$ cat config.mk
export PLATFORM = sky130hd
export DESIGN_NAME = prog_loader_flat
export DESIGN_NICKNAME = d
export VERILOG_FILES = /design/src/rtl/prog_loader_pkg.sv /design/src/rtl/prog_loader_if.sv /design/src/rtl/prog_buffer.sv /design/src/rtl/prog_loader.sv /design/src/flat_wrapper.sv
export SDC_FILE = /design/constraint.sdc
export NUM_CORES = 1
export LEC_CHECK = 0
export CORE_MARGIN = 5
export CORE_UTILIZATION = 34
export DETAILED_ROUTE_END_ITERATION = 16
export PLACE_DENSITY = 0.46
export SYNTH_ARGS = -nofsm -noshare
export SYNTH_HDL_FRONTEND = slang
export SYNTH_SLANG_ARGS = --single-unit
export TNS_END_PERCENT = 20
$ cat constraint.sdc
create_clock -name clk -period 4.31 [get_ports clk]
set_input_delay 1.293 -clock clk [delete_from_list [all_inputs] [get_ports clk]]
set_output_delay 1.293 -clock clk [all_outputs]
set_load 0.03 [all_outputs]
$ cat src/rtl/prog_loader_pkg.sv
// prog_loader_pkg: loader FSM states, frame sync default and processor opcodes
package prog_loader_pkg;

    typedef enum logic [2:0] {
        S_IDLE,
        S_RECV,
        S_CHK,
        S_RST1,
        S_BURST,
        S_RST2,
        S_RUN
    } state_t;

    localparam logic [7:0] SYNC_DEFAULT = 8'hA5;

    localparam logic [3:0] OP_ALU0 = 4'h0;
    localparam logic [3:0] OP_ALU1 = 4'h1;
    localparam logic [3:0] OP_ALU2 = 4'h2;
    localparam logic [3:0] OP_ALU3 = 4'h3;
    localparam logic [3:0] OP_LD   = 4'h4;
    localparam logic [3:0] OP_ST   = 4'h5;
    localparam logic [3:0] OP_LDI  = 4'h6;
    localparam logic [3:0] OP_OUT  = 4'h7;
    localparam logic [3:0] OP_MOV  = 4'h8;
    localparam logic [3:0] OP_JMP  = 4'h9;
    localparam logic [3:0] OP_JC   = 4'hA;
    localparam logic [3:0] OP_JNC  = 4'hB;

endpackage

$ cat src/rtl/prog_loader_if.sv
// prog_loader_if: upstream byte stream plus processor load-port signals
interface prog_loader_if;

    logic       in_valid;
    logic [7:0] in_data;
    logic       in_ready;
    logic       mem_write;
    logic       PC_reset;
    logic [3:0] instr;
    logic [3:0] portin;
    logic       busy;
    logic       done;
    logic       err;

    modport master (
        output in_valid, in_data,
        input  in_ready, mem_write, PC_reset, instr, portin, busy, done, err
    );

    modport slave (
        input  in_valid, in_data,
        output in_ready, mem_write, PC_reset, instr, portin, busy, done, err
    );

endinterface

$ cat src/rtl/prog_buffer.sv
// prog_buffer: image store, one write port and one asynchronous read port
module prog_buffer #(
    parameter int DEPTH = 16,
    parameter int AW    = $clog2(DEPTH)
) (
    input  logic          clk,
    input  logic          we_i,
    input  logic [AW-1:0] waddr_i,
    input  logic [7:0]    wdata_i,
    input  logic [AW-1:0] raddr_i,
    output logic [7:0]    rdata_o
);

    logic [7:0] mem_q [DEPTH];

    // Contents are only meaningful after a full frame, so no reset is needed
    always_ff @(posedge clk) begin
        if (we_i) mem_q[waddr_i] <= wdata_i;
    end

    assign rdata_o = mem_q[raddr_i];

endmodule

$ cat src/rtl/prog_loader.sv
// prog_loader: buffers a checked program frame and replays it as a gap-free load burst
module prog_loader
    import prog_loader_pkg::*;
#(
    parameter int         DEPTH      = 16,
    parameter int         RST_CYCLES = 2,
    parameter logic [7:0] SYNC       = SYNC_DEFAULT
) (
    input logic          clk,
    input logic          rst_n,
    prog_loader_if.slave bus
);

    localparam int AW = $clog2(DEPTH);
    localparam int CW = $clog2(RST_CYCLES + 1);

    state_t        state_q;
    logic [AW-1:0] idx_q;
    logic [AW-1:0] bi_q;
    logic [CW-1:0] cnt_q;
    logic [7:0]    acc_q;
    logic [7:0]    word_q;
    logic          mem_write_q;
    logic          pc_reset_q;
    logic          busy_q;
    logic          done_q;
    logic          err_q;
    logic          take;
    logic          wr_en;
    logic [AW-1:0] rd_addr;
    logic [7:0]    rd_data;

    assign bus.in_ready = state_q inside {S_IDLE, S_RECV, S_CHK, S_RUN};
    assign take         = bus.in_valid & bus.in_ready;
    assign wr_en        = take & (state_q == S_RECV);
    // Read one word ahead so the registered output holds word i in its own cycle
    assign rd_addr      = (state_q == S_BURST) ? bi_q + 1'b1 : '0;

    prog_buffer #(.DEPTH(DEPTH)) u_buf (
        .clk     (clk),
        .we_i    (wr_en),
        .waddr_i (idx_q),
        .wdata_i (bus.in_data),
        .raddr_i (rd_addr),
        .rdata_o (rd_data)
    );

    // Frame parsing, checksum and load sequencing; all processor outputs registered here
    always_ff @(posedge clk or negedge rst_n) begin
        if (!rst_n) begin
            state_q     <= S_IDLE;
            idx_q       <= '0;
            bi_q        <= '0;
            cnt_q       <= '0;
            acc_q       <= '0;
            word_q      <= '0;
            mem_write_q <= 1'b0;
            pc_reset_q  <= 1'b1;
            busy_q      <= 1'b0;
            done_q      <= 1'b0;
            err_q       <= 1'b0;
        end else begin
            err_q <= 1'b0;
            case (state_q)
                S_IDLE, S_RUN: if (take && bus.in_data == SYNC) begin
                    state_q <= S_RECV;
                    idx_q   <= '0;
                    acc_q   <= '0;
                end
                S_RECV: if (take) begin
                    acc_q <= acc_q ^ bus.in_data;
                    idx_q <= idx_q + 1'b1;
                    if (idx_q == AW'(DEPTH - 1)) state_q <= S_CHK;
                end
                S_CHK: if (take) begin
                    if (bus.in_data == acc_q) begin
                        state_q    <= S_RST1;
                        cnt_q      <= '0;
                        pc_reset_q <= 1'b1;
                        busy_q     <= 1'b1;
                        done_q     <= 1'b0;
                    end else begin
                        err_q   <= 1'b1;
                        state_q <= done_q ? S_RUN : S_IDLE;
                    end
                end
                S_RST1: if (cnt_q == CW'(RST_CYCLES - 1)) begin
                    state_q     <= S_BURST;
                    bi_q        <= '0;
                    pc_reset_q  <= 1'b0;
                    mem_write_q <= 1'b1;
                    word_q      <= rd_data;
                end else begin
                    cnt_q <= cnt_q + 1'b1;
                end
                S_BURST: if (bi_q == AW'(DEPTH - 1)) begin
                    state_q     <= S_RST2;
                    cnt_q       <= '0;
                    mem_write_q <= 1'b0;
                    pc_reset_q  <= 1'b1;
                    word_q      <= '0;
                end else begin
                    bi_q   <= bi_q + 1'b1;
                    word_q <= rd_data;
                end
                S_RST2: if (cnt_q == CW'(RST_CYCLES - 1)) begin
                    state_q    <= S_RUN;
                    pc_reset_q <= 1'b0;
                    busy_q     <= 1'b0;
                    done_q     <= 1'b1;
                end else begin
                    cnt_q <= cnt_q + 1'b1;
                end
                default: state_q <= S_IDLE;
            endcase
        end
    end

    assign bus.mem_write = mem_write_q;
    assign bus.PC_reset  = pc_reset_q;
    assign bus.instr     = word_q[7:4];
    assign bus.portin    = word_q[3:0];
    assign bus.busy      = busy_q;
    assign bus.done      = done_q;
    assign bus.err       = err_q;

endmodule

$ cat src/flat_wrapper.sv
// flat-port wrapper written by rule: the top's interface ports become plain ports
module prog_loader_flat import prog_loader_pkg::*;
#(
    parameter int         DEPTH      = 16,
    parameter int         RST_CYCLES = 2,
    parameter logic [7:0] SYNC       = SYNC_DEFAULT
)
  (clk, rst_n, bus_in_valid, bus_in_data, bus_in_ready, bus_mem_write, bus_PC_reset, bus_instr, bus_portin, bus_busy, bus_done, bus_err);
  prog_loader_if bus_i ();
  input logic clk;
  input logic rst_n;
  input wire logic [$bits(bus_i.in_valid)-1:0] bus_in_valid;
  input wire logic [$bits(bus_i.in_data)-1:0] bus_in_data;
  output wire logic [$bits(bus_i.in_ready)-1:0] bus_in_ready;
  output wire logic [$bits(bus_i.mem_write)-1:0] bus_mem_write;
  output wire logic [$bits(bus_i.PC_reset)-1:0] bus_PC_reset;
  output wire logic [$bits(bus_i.instr)-1:0] bus_instr;
  output wire logic [$bits(bus_i.portin)-1:0] bus_portin;
  output wire logic [$bits(bus_i.busy)-1:0] bus_busy;
  output wire logic [$bits(bus_i.done)-1:0] bus_done;
  output wire logic [$bits(bus_i.err)-1:0] bus_err;
  assign bus_i.in_valid = bus_in_valid;
  assign bus_i.in_data = bus_in_data;
  assign bus_in_ready = bus_i.in_ready;
  assign bus_mem_write = bus_i.mem_write;
  assign bus_PC_reset = bus_i.PC_reset;
  assign bus_instr = bus_i.instr;
  assign bus_portin = bus_i.portin;
  assign bus_busy = bus_i.busy;
  assign bus_done = bus_i.done;
  assign bus_err = bus_i.err;
  prog_loader #(.DEPTH(DEPTH), .RST_CYCLES(RST_CYCLES), .SYNC(SYNC)) u_core (.clk(clk), .rst_n(rst_n), .bus(bus_i));
endmodule
After elaboration in Yosys (flattened, before gate mapping)
Memory sizes are Yosys's and may differ from the RTL's.
Index checks and enable logic that the tools add are counted.

storage, ports and cells
  register bits = 34
  bits in writable memories = 128
  input port bits = 11
  output and inout port bits = 14
  logic and storage cells = 102
  memories = 1

operators by class
  add/subtract/negate cells = 3
  eq/ne operators = 22
  muxes and demuxes = 45
  bitwise logic cells = 3
  reductions and logical operators = 17

memories
  name                depth  width  rd ports  clocked after memory_dff  wr ports  line               source
  u_core.u_buf.mem_q  16     8      1         0                         1         prog_buffer.sv:14  logic [7:0] mem_q [DEPTH];

operators with widths
  kind                                                   count
  two-way mux 8 bit                                      4
  case mux 8 bit (2 select lines)                        2
  two-way mux 3 bit                                      9
  two-way mux 4 bit                                      5
  case mux 3 bit (6 select lines)                        1
  case mux 4 bit (2 select lines)                        2
  two-way mux 1 bit                                      13
  inequality test 2 x 1 -> 1 bit, second input constant  6
  inequality test 2 bit, second input constant           5
  AND reduction 5 bit                                    2
  == test 3 bit, second input constant                   3
  AND reduction 3 bit                                    3
  adder 4 x 1 -> 4 bit, second input constant            2
  == test 4 bit, second input constant                   2
  == test 8 bit                                          1
  == test 8 bit, second input constant                   1
  two-way mux 2 bit                                      4
  XOR 8 bit                                              1
  AND reduction 7 bit                                    1
  == test 3 x 2 -> 1 bit, second input constant          2
  case mux 1 bit (2 select lines)                        3
  case mux 2 bit (3 select lines)                        1
  nonzero test 2 bit                                     3
  AND reduction 4 bit                                    1
  11 further kinds                                       13

Logic depth before layout (Yosys ltp)
  word-level depth = 6
  gate-level depth with buffers = 9

Cells and area by module
Synthesis repeated with hierarchy kept, for this count alone.

second synthesis, totals
  cell total of the unflattened synthesis = 421
  area, all modules = 6,890.4 µm²

by module, submodules not included
  module       times used  cells each  area each (µm²)  sequential area each (µm²)
  prog_buffer  1           221         4,987.3          3,843.7
  prog_loader  1           200         1,903.1          852.1

Least setup slack after synthesis
Ideal clock, no wire load.

  kind = input-to-reg
  from = input port bus_in_valid
  to = memory u_core.u_buf.mem_q[7][0], enable pin
  setup time = 0.332 ns
  arrival = 2.429 ns
  data required time = 3.978 ns
  slack = 1.549 ns
  stages = 4
  cell sequence = nor4bb_1 > and2_1 > nor2b_1 > and2_1

on the way
  cells in the longest elaborated chain, start to end = 4

RTL lines
  element                                  line                source
  start, declared                          flat_wrapper.sv:12  input wire logic [$bits(bus_i.in_valid)-1:0] bus_in_valid;
  AND 1 bit                                prog_loader.sv:34   assign take = bus.in_valid & bus.in_ready;
  AND 1 bit                                prog_loader.sv:35   assign wr_en = take & (state_q == S_RECV);
  two-way mux 1 bit                        prog_buffer.sv:18   if (we_i) mem_q[waddr_i] <= wdata_i;
  two-way mux 1 bit (implied by the code)  prog_buffer.sv:18
  end, declared                            prog_buffer.sv:14

Every way passes these cells.

Final worst setup path
  from = register u_core.state_q[1]
  to = output port bus_in_ready

on the way
  cells in the longest elaborated chain, start to end = 2
  elaborated cells between the ends (all ways) = 5
  classes of those cells = eq/ne (3); reduce/logical (2)

RTL lines
  element                                               line                source
  start, declared                                       prog_loader.sv:17   state_t state_q;
  start signal, assigned                                prog_loader.sv:84   state_q <= done_q ? S_RUN : S_IDLE;
  == test 3 x 1 -> 1 bit, or another cell as far along  prog_loader.sv:33   assign bus.in_ready = state_q inside {S_IDLE, S_RECV, S_CHK, S_RUN};
  nonzero test 4 bit *                                  prog_loader.sv:33
  end, declared                                         flat_wrapper.sv:14  output wire logic [$bits(bus_i.in_ready)-1:0] bus_in_ready;

Every way passes the cells marked *; elsewhere a longest branch is shown, timed or not.

==> results.json <==
{
  "die_area_um2": 24200,
  "ys_types": 64,
  "cap_violations": 0,
  "powerDensity_nw_per_um2": 603,
  "antenna_found_initial": 0,
  "yosysSeqAreaShare": 0.652,
  "irDropWorstVdd_uv": 253,
  "layout-drive-gt1-share": 0.121,
  "syn2layout_area_growth_pct": 16.3,
  "synthArstFlopShare": 0.210,
  "crit_path_top_delay_cell": "dfrtp_1",
  "cp-end-kind": "output pin",
  "n_antenna_cell": 0,
  "path_cells": "mux2i_1 -> clkdlybuf4s50_1",
  "cts_repair_resize_count": 0,
  "hpwl_um": 12800,
  "cts_num_sinks": 162,
  "grt_pass1_wl_um": 28100,
  "worst_slew_pin_slew_ns": 1.07,
  "synthesis.area_um2": 7200,
  "dieHeight_um": 156,
  "wl_met3_um": 521,
  "nFillCells": 1983,
  "initial_utilization": 0.344,
  "die_w_um": 156,
  "setup_violations": 0,
  "crit_cells": 2,
  "cts_root_buf": "clkbuf_16",
  "finalSetupTns_ns": 0,
  "max-clock-path-buffers": 2,
  "cpPeakStageDelay_ns": 0.79,
  "route.met2.wl_um": 8910,
  "route.detailed.drc": 0,
  "ant_nets": 0,
  "place_inst": 812,
  "dominantRegCellSynth": "edfxtp_1",
  "ios": 25,
  "wl_per_cell_um": 22.0,
  "num_rows": 53,
  "clk_pin_slew_ns": 0.06,
  "port_buffers": 24,
  "grt.overflow.total": 0,
  "synth_nets": 546,
  "r2r_slack_ns": 1.00,
  "critPathBufInv": 1,
  "reg2reg_from": "u_core.state_q[2]",
  "crit_arrival_ns": 2.32,
  "fin_cells": 844,
  "wl_met1_um": 8930,
  "htree_num_levels": 4,
  "clock_skew_ns": 0.00821,
  "holdBufCountCts": 0,
  "cp-endpoint": "bus_in_ready",
  "rsz0062_at_grt": "false",
  "tritoncts": "built",
  "worstPathRequired_ns": 3.02,
  "synth_edf_count": 128,
  "top_layer": "met4",
  "path_max_fanout": 19,
  "drv_slew": 0,
  "min-delay-path-class": "reg -> reg",
  "r2r-end": "u_core.word_q[2]",
  "slew_headroom": 0.287,
  "grt.total_usage": 0.157,
  "p_leak_nw": 2.79,
  "first_pass_iters": 4,
  "vias": 4467,
  "clock_latency_ns": 0.43,
  "outcome": "finished clean",
  "crit_family": "flip-flops",
  "fin_crit_sh": 0.838,
  "ys_ff_latch": 162,
  "globalplace.congestion": 0.778,
  "syn_inst": 529,
  "nets": 573,
  "grt_max_degree": 38,
  "ys.warnings.count": 0,
  "layout_min_cycle_time_ns": 3.61,
  "core_region_area_um2": 21000,
  "crit_type": "reg -> out",
  "timing.final.hold_violations": 0,
  "critPathLaunchType": "flop",
  "wl_um": 18600,
  "grt_pass1_vias": 4401,
  "startpoint": "u_core.state_q[1]",
  "vias_per_cell": 5.29,
  "fmax_ghz": 0.277,
  "drtIter0Drc": 387,
  "syn_avg_cell_area_um2": 13.6,
  "cts_setup_buffers": 0,
  "cts_buffers": 17,
  "ff2ff_path_depth": 5
}
[worst min path at each step]
stage                     from              end  cells past startpoint
2_1_floorplan  u_core.acc_q[0]  u_core.acc_q[0]                      1
3_3_place_gp   u_core.acc_q[4]  u_core.acc_q[4]                      1
3_5_place_dp   u_core.acc_q[7]  u_core.acc_q[7]                      1
4_1_cts        u_core.acc_q[7]  u_core.acc_q[7]                      1
5_1_grt        u_core.acc_q[5]  u_core.acc_q[5]                      1
6_report       u_core.acc_q[0]  u_core.acc_q[0]                      1
[synth_stat cells, drive strengths merged (9+ instances only)]
cell type	instances	area [um^2]
nand3	9	45.0
nand2b	21	131
dfrtp	33	826
o21ai	29	145
o211ai	12	90.1
inv	10	37.5
nand2	34	130
mux2	10	113
clkbuf	13	48.8
and2	13	81.3
edfxtp	128	3840
and3	9	56.3
a21oi	27	139
buf	17	113
xnor2	9	97.6
mux2i	27	270
nor2	25	104
[cells by family (layout without fill, tap and decap cells)]
kind of cell	after synthesis	in the layout	synth area share
AO/OA/AOI/OAI	122	122	0.116
multiplexers	40	40	0.0626
XOR/XNOR	14	14	0.0222
AND/OR/NAND/NOR	145	145	0.109
flip-flops	162	162	0.652
buffers and inverters	40	80	0.0276
adder cells (fa/ha/maj)	6	6	0.0104
[power by group]
group / switching (mW) / total [mW] / internal (mW) / leakage, nW
clock network: 0.631 / 1.61 / 0.977 / 0.311
logic: 0.840 / 1.39 / 0.552 / 0.906
registers: 0.219 / 2.05 / 1.83 / 1.58
total: 1.69 / 5.05 / 3.36 / 2.79
[flip-flops by register name (all words and copies together), names as in the netlist]
signal,cells
u_core.bus.busy,1
u_core.bus.mem_write,1
u_core.bus.err,1
u_core.cnt_q,2
u_core.idx_q,4
u_core.u_buf.mem_q,128
u_core.state_q,3
u_core.word_q,8
u_core.bus.done,1
u_core.bus.PC_reset,1
u_core.bi_q,4
u_core.acc_q,8
[cell usage in the layout, fill, tap and decap left out, drive strengths merged, types with 8 or more instances in the layout]
cell type	count
a21oi	27
a221oi	8
and2	13
and3	9
buf	15
clkbuf	17
clkdlybuf4s50	23
clkinv	8
dfrtp	33
edfxtp	128
inv	13
mux2	10
mux2i	27
nand2	34
nand2b	21
nand3	9
nor2	25
nor2b	8
o211ai	12
o21ai	29
xnor2	9
[through the flow]
step	hold slack [ns]	power (mW)	instance area, um^2	worst slack [ns]	util
final	0.507	5.05	8380	0.697	0.400
after global placement	0.491	3.48	7740	0.699	0.370
after global routing	0.528	5.30	8380	0.610	0.400
after floorplan	0.471	3.01	7200	1.55	-
after CTS	0.511	5.09	8380	0.662	0.400
after detailed placement	0.499	3.48	7740	0.673	0.370
[layout make-up]
class                      instances  area (um^2)  share of cell area
multi-input combinational        327         2330               0.278
clock inverter                    15          206              0.0246
inverter                          10         37.5             0.00448
sequential                       162         4700               0.561
timing repair buffer              38          340              0.0406
tap                              275          344              0.0411
clock buffer                      17          425              0.0508
[layer usage]
layer | vias to the layer above | global-route usage
met5 | - | 0
met4 | 0 | 0.0488
met3 | 13 | 0.0272
met2 | 83 | 0.248
met1 | 2287 | 0.225
li1 | 2084 | -
(Power assumes the default switching activity.)
